File: src/rtl/pcs_block_lock_pkg.sv
// Shared PCS definitions: block-lock state encoding, default window constants
// and small helpers used by the lock FSM, the rx datapath and bench models.
package pcs_block_lock_pkg;

    typedef enum logic [2:0] {
        LOCK_INIT    = 3'd0,
        RESET_CNT    = 3'd1,
        TEST_SH      = 3'd2,
        SLIP         = 3'd3,
        SLIP_WAIT_ST = 3'd4
    } bl_state_e;

    localparam int SH_CNT_MAX_DEF   = 64;
    localparam int SH_INVLD_MAX_DEF = 16;
    localparam int SLIP_WAIT_DEF    = 4;

    localparam logic [7:0] SLIP_CNT_SAT = 8'hFF;

    function automatic logic hdr_is_valid(input logic [1:0] hdr);
        return (hdr == 2'b01) || (hdr == 2'b10);
    endfunction

    // Bits needed to hold 0..max_val; never returns 0 so degenerate parameters still elaborate.
    function automatic int cnt_width(input int max_val);
        return (max_val < 1) ? 1 : $clog2(max_val + 1);
    endfunction

endpackage

File: src/rtl/pcs_block_lock.sv
// 66b block-lock FSM: hunts for sync-header alignment by slipping the rx
// gearbox one bit at a time and declares lock after a clean header window.
//
//   state        | meaning
//   LOCK_INIT    | lock cleared, waiting for signal_ok before a new hunt
//   RESET_CNT    | window counters cleared; strobe in this cycle dropped
//   TEST_SH      | counting headers in the current test window
//   SLIP         | one-cycle slip pulse to the gearbox
//   SLIP_WAIT_ST | dropping SLIP_WAIT strobes while the gearbox settles
module pcs_block_lock
    import pcs_block_lock_pkg::*;
#(
    parameter int SH_CNT_MAX   = pcs_block_lock_pkg::SH_CNT_MAX_DEF,
    parameter int SH_INVLD_MAX = pcs_block_lock_pkg::SH_INVLD_MAX_DEF,
    parameter int SLIP_WAIT    = pcs_block_lock_pkg::SLIP_WAIT_DEF
) (
    input  logic       i_clk,
    input  logic       i_reset_n,
    input  logic       i_signal_ok,
    input  logic       i_hdr_valid,
    input  logic [1:0] i_sync_hdr,
    output logic       o_slip,
    output logic       o_block_lock,
    output logic [7:0] o_slip_cnt
);

    localparam int SH_W = cnt_width(SH_CNT_MAX);
    localparam int IV_W = cnt_width(SH_INVLD_MAX);
    localparam int WT_W = cnt_width(SLIP_WAIT);

    localparam logic [SH_W-1:0] SH_MAX_C = SH_W'(SH_CNT_MAX);
    localparam logic [IV_W-1:0] IV_MAX_C = IV_W'(SH_INVLD_MAX);
    localparam logic [WT_W-1:0] WT_MAX_C = WT_W'(SLIP_WAIT);

    bl_state_e       r_state;
    logic [SH_W-1:0] r_sh_cnt;
    logic [IV_W-1:0] r_sh_invld_cnt;
    logic [WT_W-1:0] r_wait_cnt;
    logic            r_block_lock;
    logic            r_slip;
    logic [7:0]      r_slip_cnt;

    bl_state_e       w_state_nxt;
    logic [SH_W-1:0] w_sh_cnt_nxt;
    logic [IV_W-1:0] w_sh_invld_nxt;
    logic [WT_W-1:0] w_wait_nxt;
    logic            w_block_lock_nxt;
    logic            w_slip_nxt;
    logic [7:0]      w_slip_cnt_nxt;

    logic [SH_W-1:0] w_sh_inc;
    logic [IV_W-1:0] w_invld_inc;
    logic [WT_W-1:0] w_wait_inc;
    logic            w_hdr_ok;

    assign w_sh_inc    = r_sh_cnt + SH_W'(1);
    assign w_invld_inc = r_sh_invld_cnt + IV_W'(1);
    assign w_wait_inc  = r_wait_cnt + WT_W'(1);
    assign w_hdr_ok    = hdr_is_valid(i_sync_hdr);

    always_ff @(posedge i_clk or negedge i_reset_n) begin
        if (!i_reset_n) begin
            r_state        <= LOCK_INIT;
            r_sh_cnt       <= '0;
            r_sh_invld_cnt <= '0;
            r_wait_cnt     <= '0;
            r_block_lock   <= 1'b0;
            r_slip         <= 1'b0;
            r_slip_cnt     <= '0;
        end else begin
            r_state        <= w_state_nxt;
            r_sh_cnt       <= w_sh_cnt_nxt;
            r_sh_invld_cnt <= w_sh_invld_nxt;
            r_wait_cnt     <= w_wait_nxt;
            r_block_lock   <= w_block_lock_nxt;
            r_slip         <= w_slip_nxt;
            r_slip_cnt     <= w_slip_cnt_nxt;
        end
    end

    always_comb begin
        w_state_nxt      = r_state;
        w_sh_cnt_nxt     = r_sh_cnt;
        w_sh_invld_nxt   = r_sh_invld_cnt;
        w_wait_nxt       = r_wait_cnt;
        w_block_lock_nxt = r_block_lock;
        w_slip_nxt       = 1'b0;
        w_slip_cnt_nxt   = r_slip_cnt;

        // Loss of signal outranks whatever header arrives in the same cycle.
        if (!i_signal_ok) begin
            w_state_nxt      = LOCK_INIT;
            w_block_lock_nxt = 1'b0;
            w_sh_cnt_nxt     = '0;
            w_sh_invld_nxt   = '0;
            w_wait_nxt       = '0;
        end else begin
            case (r_state)
                LOCK_INIT: begin
                    w_block_lock_nxt = 1'b0;
                    w_state_nxt      = RESET_CNT;
                end
                RESET_CNT: begin
                    w_sh_cnt_nxt   = '0;
                    w_sh_invld_nxt = '0;
                    w_wait_nxt     = '0;
                    w_state_nxt    = TEST_SH;
                end
                TEST_SH: begin
                    if (i_hdr_valid) begin
                        w_sh_cnt_nxt = w_sh_inc;
                        if (w_hdr_ok) begin
                            if (w_sh_inc == SH_MAX_C) begin
                                w_state_nxt = RESET_CNT;
                                if (r_sh_invld_cnt == '0) begin
                                    w_block_lock_nxt = 1'b1;
                                end
                            end
                        end else begin
                            w_sh_invld_nxt = w_invld_inc;
                            if ((w_invld_inc == IV_MAX_C) || !r_block_lock) begin
                                // Slip is issued here so o_slip is a flop that is high only in SLIP.
                                w_state_nxt      = SLIP;
                                w_slip_nxt       = 1'b1;
                                w_block_lock_nxt = 1'b0;
                                if (r_slip_cnt != SLIP_CNT_SAT) begin
                                    w_slip_cnt_nxt = r_slip_cnt + 8'd1;
                                end
                            end else if (w_sh_inc == SH_MAX_C) begin
                                w_state_nxt = RESET_CNT;
                            end
                        end
                    end
                end
                SLIP: begin
                    w_block_lock_nxt = 1'b0;
                    w_wait_nxt       = '0;
                    w_state_nxt      = (SLIP_WAIT == 0) ? RESET_CNT : SLIP_WAIT_ST;
                end
                SLIP_WAIT_ST: begin
                    if (i_hdr_valid) begin
                        if (w_wait_inc == WT_MAX_C) begin
                            w_wait_nxt  = '0;
                            w_state_nxt = RESET_CNT;
                        end else begin
                            w_wait_nxt = w_wait_inc;
                        end
                    end
                end
                default: begin
                    w_state_nxt      = LOCK_INIT;
                    w_block_lock_nxt = 1'b0;
                end
            endcase
        end
    end

    assign o_slip       = r_slip;
    assign o_block_lock = r_block_lock;
    assign o_slip_cnt   = r_slip_cnt;

endmodule

File: config.mk
export PLATFORM = sky130hd
export DESIGN_NAME = pcs_block_lock
export DESIGN_NICKNAME = d
export VERILOG_FILES = /design/src/rtl/pcs_block_lock_pkg.sv /design/src/rtl/pcs_block_lock.sv
export SDC_FILE = /design/constraint.sdc
export NUM_CORES = 1
export LEC_CHECK = 0
export BUFFER_PORTS_ARGS = -buffer_cell sky130_fd_sc_hd__buf_2
export CAP_MARGIN = 25
export CORE_MARGIN = 1
export CORE_UTILIZATION = 60
export DETAILED_ROUTE_END_ITERATION = 16
export PLACE_DENSITY = 0.88
export SLEW_MARGIN = 20
export SYNTH_ARGS = -nofsm -noshare
export SYNTH_HDL_FRONTEND = slang
export SYNTH_SLANG_ARGS = --single-unit
export TNS_END_PERCENT = 30
File: constraint.sdc
create_clock -name i_clk -period 5.05 [get_ports i_clk]
set_clock_uncertainty 0.2 [all_clocks]
set_input_delay 0.505 -clock i_clk [delete_from_list [all_inputs] [get_ports i_clk]]
set_output_delay 0.505 -clock i_clk [all_outputs]
set_load 0.03 [all_outputs]
==> run metrics, run 1 <==
Fin. Hold Viols 0; Initial Utilization roughly 65%; worst skew pair latency 0.33 ns; Die ar. 0.00294 mm2; Setup WS pre-CTS between 2 and 3 ns; # IOs 16; Syn Inst Count 168; Yosys top cell area share between 40% and 50%; synthesis warning total 0; area grow syn2layout 7.26%; overall via count from detail_route between 1000 and 1500; most frequent cells after synthesis dfrtp_1 (28), nand2_1 (14), nor2_1 (12), o21ai_0 (11), xnor2_1 (10); number of global-route vias before repair 1153; DR iter-0 viols 16; period utilization 40.9%; Primary FF master, synth dfrtp_1; Pleak just over 0.8 nW; switch share between 30% and 40%; worst-path cell chain and4bb_4 -> nand2_4 -> nor2_4 -> nand3_2 -> mux2_4; ant diodes 0; post-synth net total 180; Post-route DRC 0; clk slew on worst S/H paths roughly 0.15 ns; hold slack 0.268 ns; count leader, synth dfrtp_1; CP endpoint kind flip-flop; DRT Pass-1 Iters 4; Routability Congestion 0.790; Final Slew Violations 0; Worst EP required between 5 and 6 ns; R2R cell count 5; PwrDens 302 mW/mm2; register area share after synthesis 42.8%; peak supply drop 0.000414 V; TNS Setup 0 ns; Max Clk Rate 0.484 GHz; Worst setup endpoint o_slip_cnt[1]; worst-margin pin slew around 0.61 ns; Setup Crit Path Kind reg -> reg; Die W 54.2 um; Nets 196; CP max-delay cell dfrtp_1; Worst slew margin 59.3%; CTS Buffer Depth 2; number of port buffers 15; Num CTS Buffers 3; Avg Synthesized Cell Area between 9 and 10 um2; postcts setup bufs 0; Yosys reg bits 28; worst flop-to-flop path endpoint o_slip_cnt[1]; clock sinks 28; largest net degree at the start of global routing 29; R2R setup slack 2.98 ns; GRT Overall Usage 24.4%; status complete, no violations; CP arrival 2.10 ns; top cells by area in the synthesized netlist dfrtp_1 (43%), xnor2_1 (5.4%), ha_1 (4.6%), o21ai_0 (3.4%), nand2_1 (3.2%); Unique masters post-synth 44; Clock Power Share 20.2%; unrepaired setup endpoints after global routing false; antenna-violating nets left 0; filler cell count 220; Final Setup Violations 0; H-tree depth 1; initial antenna violation count 0; row count 18; NetSw 185 uW; crit start category flip-flop; DIE HEIGHT 54.2 um; total core area 0.00252 mm2; Mapped Area between 0.0015 and 0.002 mm2; global-route wire length before repair about 5 mm; total wire length 3.20 mm; RR Startpoint r_state[0]; Final HPWL DP between 2 and 2.5 mm; layout cell share with drive strength beyond 1 between 10% and 20%; CP max stage delay 0.50 ns; drt via density 6.21; internal power 346 uW; overall power 531 uW; TritonCTS clock tree yes; Final WS setup 2.98 ns; ys async rst share 100%; Hold Path Class in -> reg; grt total ovfl 0; Synth area leader dfrtp_1; EDFF count, synth 0; Root Driver clkbuf_4; Worst setup startpoint r_state[0]; Max-Cap Viols 0; drt wl/cell 15.0 um; fin crit period ~2.1 ns; CP Max Fanout 13; Logic pwr share 27.3%; Seq pwr share 52.5%
worst max-delay path: cells and delay by family, from the launching register on:
family / cells / cell delay (ns)
multiplexers: 1 / 0.33
flip-flops: 1 / 0.50
AND/OR/NAND/NOR: 4 / 0.95
per-stage QoR:
stage / std cells / util (%) / cell area, um2
after floorplan: 168 / - / 1640
after global placement: 208 / 67.8 / 1710
after detailed placement: 208 / 67.8 / 1710
after CTS: 213 / 69.6 / 1760
after global routing: 213 / 69.6 / 1760
final: 213 / 69.6 / 1760
cells by family after synthesis:
family / share of synthesized area [%]
DFF: 42.8
muxes: 0.917
and+or+nand+nor: 24.7
AOI/OAI and AO/OA: 15.9
adders and majority gates: 4.59
buffers and inverters: 3.59
xor gates and xnor gates: 7.49
repair_timing:
action,in CTS,in global routing
endpoints found under the hold margin,28,0
resized for setup,0,0
hold buffers,1,0
registers in the layout, summed over array words and instances, names as in the netlist:
register / cells
r_wait_cnt: 3
r_state: 3
o_slip_cnt: 8
o_block_lock: 1
r_sh_cnt: 7
r_sh_invld_cnt: 5
o_slip: 1
placed cells by master, fill, tap and decap left out, types with 2 or more instances in the layout:
cell type | synthesis | layout
nand3_1 | 8 | 8
xnor2_1 | 10 | 10
xor2_1 | 4 | 4
a31oi_1 | 5 | 5
nand4_1 | 8 | 8
dfrtp_1 | 28 | 28
ha_1 | 6 | 6
o22ai_1 | 2 | 2
o31ai_1 | 3 | 3
o21ai_0 | 11 | 11
nor2b_1 | 4 | 4
nand3b_1 | 2 | 2
clkbuf_4 | 0 | 3
nand2b_1 | 2 | 2
buf_2 | 2 | 15
inv_1 | 5 | 5
a21oi_1 | 2 | 2
a22o_1 | 5 | 5
nand2_1 | 14 | 14
and3_1 | 5 | 5
nor2_1 | 12 | 12
o21ai_1 | 3 | 3
and2_1 | 3 | 3
nor3_1 | 2 | 2
power by group through the flow:
stage               registers (mW)  clock network (mW)  logic, mW
finish                       0.279               0.108      0.145
floorplan                    0.283                   0      0.108
global placement             0.279                   0      0.134
CTS                          0.278               0.111      0.146
global route                 0.283               0.120      0.157
detailed placement           0.282                   0      0.145
worst min-delay path by stage:
stage                start            to  slack [ns]  depth (start not counted)
2_1_floorplan    i_reset_n  o_block_lock       0.009                          0
5_1_grt        i_signal_ok    r_state[0]        0.26                          3
4_1_cts        i_signal_ok    r_state[0]        0.26                          3
3_5_place_dp   r_sh_cnt[6]   r_sh_cnt[6]        0.29                          1
3_3_place_gp   r_sh_cnt[6]   r_sh_cnt[6]        0.27                          1
6_report       i_signal_ok    r_state[0]        0.27                          3
final cells by class:
| type | count | area (um2) | area share, % |
|---|---|---|---|
| flip-flops and latches | 28 | 701 | 39.9 |
| repair buffers | 16 | 85.1 | 4.85 |
| multi-input cells | 130 | 877 | 50.0 |
| inverters | 5 | 18.8 | 1.07 |
| well taps | 30 | 37.5 | 2.14 |
| clock buffers | 4 | 36.3 | 2.07 |
routing by layer:
layer / vias up / wire (um) / global-route usage [%]
li1: 639 / - / -
met1: 646 / 1420 / 29.8
met2: 31 / 1630 / 42.3
met3: 6 / 100 / 3.61
met4: 0 / 46 / 11.1
met5: - / 0 / 0
No activity file was read; power rests on OpenSTA's default activity.
==> inputs of run 2 (changes only) <==
Settings changed: ABC_AREA from default to 1, CORE_UTILIZATION 60 to 58, PLACE_DENSITY 0.88 to 0.85.
Clock period 5.05 ns to 2.08 ns, I/O delays scaled along.
==> run 2 against run 1 <==
  * Die area up 5.6%
  * Total power up 140%
  * Highest routed layer unchanged
  * Synthesized cell count up 20%
  * Largest power group unchanged
==> run metrics, run 2 <==
Setup WS pre-CTS 0.254 ns (-2.67 ns); Worst setup startpoint r_sh_invld_cnt[0]; Final HPWL DP 2.45 mm (+1.6%); PwrDens 699 mW/mm2 (+130%); cts repair resizes 0 (unchanged); Mapped Area 0.00167 mm2 (+2.3%); R2R setup slack 0.24 ns (-2.75 ns); Root Driver clkbuf_4; Nets 234 (+19%); Yosys top cell area share 41.9% (-0.96 points); total core area 0.00273 mm2 (+8.4%); Yosys reg bits 28 (unchanged); XOR/XNOR share of the synthesized area 5.23% (-2.3 points); DRT Pass-1 Iters 4 (unchanged); count leader, synth nand2_1; EDFF count, synth 0 (unchanged); clock sinks 28 (unchanged); Setup Crit Path Kind reg -> reg; clk slew on worst S/H paths 0.15 ns (about the same); fin crit period 1.84 ns (-0.222 ns); drt wl/cell 12.7 um (-15%); ant diodes 0 (unchanged); # IOs 16 (unchanged); ys async rst share 100% (unchanged); Worst setup endpoint o_slip_cnt[6]; CP endpoint kind flip-flop; main combinational cell family by area after synthesis simple AND/OR/NAND/NOR gates; H-tree depth 1 (unchanged); Synth area leader dfrtp_1; Post-route DRC 0 (unchanged); Buf/Inv on CP 1 (+1); antenna-violating nets left 0 (unchanged); overall power 1.29 mW (+140%); CP max stage delay 0.42 ns (-0.08 ns); most common cell after layout, fill and taps aside nand2_1; area grow syn2layout 9.87%; Max-Cap Viols 0 (unchanged); Synth Area in Adders 4.48% (-0.10 points); Post-Synth Simple-Gate Area 31.1% (+6.4 points); Cell Area, Placed 0.00178 mm2 (+4.3%); Initial Utilization 61.2% (-3.6 points); most frequent cells after synthesis nand2_1 (44), dfrtp_1 (28), inv_1 (20), nor2_1 (19), nand3_1 (13); WP depth 10 (+5); largest net degree at the start of global routing 29 (unchanged); Synth Area in Compound Gates 11.0% (-4.9 points); GRT Overall Usage 22.6% (-1.9 points); Die ar. 0.00311 mm2 (+5.6%); post-synthesis mux area share 0% (-0.92 points); initial antenna violation count 0 (unchanged); TritonCTS clock tree yes; Final Setup Violations 0 (unchanged); number of port buffers 15 (unchanged); crit start category flip-flop; global-route wire length before repair 5.73 mm (+14%); Max Clk Rate 0.542 GHz (+12%); CP most frequent cell nand3_4; DR iter-0 viols 53 (+37); CTS Buffer Depth 2 (unchanged); CP Max Fanout 7 (-6); layout cell share with drive strength beyond 1 18.6% (+3.3 points); hold depth 3 (unchanged); number of global-route vias before repair 1359 (+18%); status complete, no violations; Syn Inst Count 201 (+20%); Design Area, Final 0.00184 mm2 (+4.8%); Die W 55.7 um (+2.8%); worst-path cell chain ha_1 -> nand2_1 -> clkinv_2 -> nand3_2 -> nand2_2 -> nand3_4 -> nand2_4 -> nand3_4 -> nor2_2 -> xor2_1; top cells by area in the synthesized netlist dfrtp_1 (42%), nand2_1 (9.9%), ha_1 (4.5%), inv_1 (4.5%), nor2_1 (4.3%); Avg Synthesized Cell Area 8.33 um2 (-15%); Unique masters post-synth 33 (-25%); postcts setup bufs 0 (unchanged); post-synth net total 213 (+18%); register area share after synthesis 41.9% (-0.96 points); period utilization 88.6% (+48 points); hold slack 0.0444 ns (-0.224 ns); Worst slew margin 57.3% (-2.1 points); Num CTS Buffers 3 (unchanged); row count 19 (+1); grt total ovfl 0 (unchanged); Worst EP required 2.13 ns (-2.95 ns); hold_buf cts 2 (+1); drt via density 5.47 (-12%); peak supply drop 0.000627 V (+52%); synthesis warning total 0 (unchanged); R2R cell count 10 (+5); worst skew pair latency 0.32 ns (about the same); RR Startpoint r_sh_invld_cnt[0]; worst flop-to-flop path endpoint o_slip_cnt[6]; TNS Setup 0 ns (unchanged); Routability Congestion 0.912 (+15%); Pleak 0.938 nW (+15%); Fin. Hold Viols 0 (unchanged); total wire length 3.20 mm (+0.16%); DIE HEIGHT 55.7 um (+2.8%); unrepaired setup endpoints after global routing false; overall via count from detail_route 1378 (+4.2%); CP max-delay cell dfrtp_1; Final Slew Violations 0 (unchanged); worst-margin pin slew 0.641 ns (+0.0309 ns); CP arrival 1.90 ns (-0.20 ns); CP delay by family, top simple AND/OR/NAND/NOR gates; Final WS setup 0.236 ns (-2.75 ns); most frequent cells in the layout nand2_1 (44), dfrtp_1 (28), inv_1 (20); Primary FF master, synth dfrtp_1; Hold Path Class in -> reg; max FFs per register 8 (unchanged)
==> run 2: per-layer routing <==
metal / wire (um) / global-route usage, %
met5: 0 / 0
met2: 1510 / 39.4
met3: 111 / 2.33
met4: 17 / 3.21
met1: 1560 / 31.2
==> run 2: worst min path at each step <==
stage	slack [ns]	start	end
floorplan	-0.29	i_reset_n	o_block_lock
global placement	0.06	i_reset_n	r_sh_cnt[3]
detailed placement	0.06	i_reset_n	r_sh_cnt[2]
CTS	0.04	i_hdr_valid	r_sh_cnt[0]
global route	0.07	i_hdr_valid	r_sh_cnt[0]
finish	0.04	i_hdr_valid	r_sh_cnt[0]
==> run 2: area by class of cell <==
type / count / area (um2)
inverters: 26 / 101
clock buffers: 4 / 36.3
well taps: 31 / 38.8
repair buffers: 17 / 95.1
fillers: 241 / 895
multi-input cells: 146 / 867
flip-flops and latches: 28 / 701
==> run 2: where the power goes <==
| part | switching (mW) | total, mW | internal (mW) |
|---|---|---|---|
| logic | 0.250 | 0.368 | 0.118 |
| clock network | 0.157 | 0.264 | 0.107 |
| registers | 0.0591 | 0.654 | 0.595 |
==> run 2: stage by stage <==
stage | utilization, % | instances
floorplan | - | 201
global placement | 65.2 | 246
detailed placement | 65.2 | 246
CTS | 67.3 | 252
global route | 67.3 | 252
finish | 67.3 | 252
==> run 2: cell families (layout without fill, tap and decap cells) <==
logic type / Yosys count / in the layout
adder cells (fa/ha/maj): 6 / 6
AND/OR/NAND/NOR: 100 / 100
buffers and inverters: 27 / 47
flip-flops: 28 / 28
XOR/XNOR: 10 / 10
AO/OA/AOI/OAI: 30 / 30
==> run 2: tightest hold or removal path, cell delays in order <==
cell and delay (ns):
buf_2 0.11, nand2_1 0.13, o21ai_0 0.10
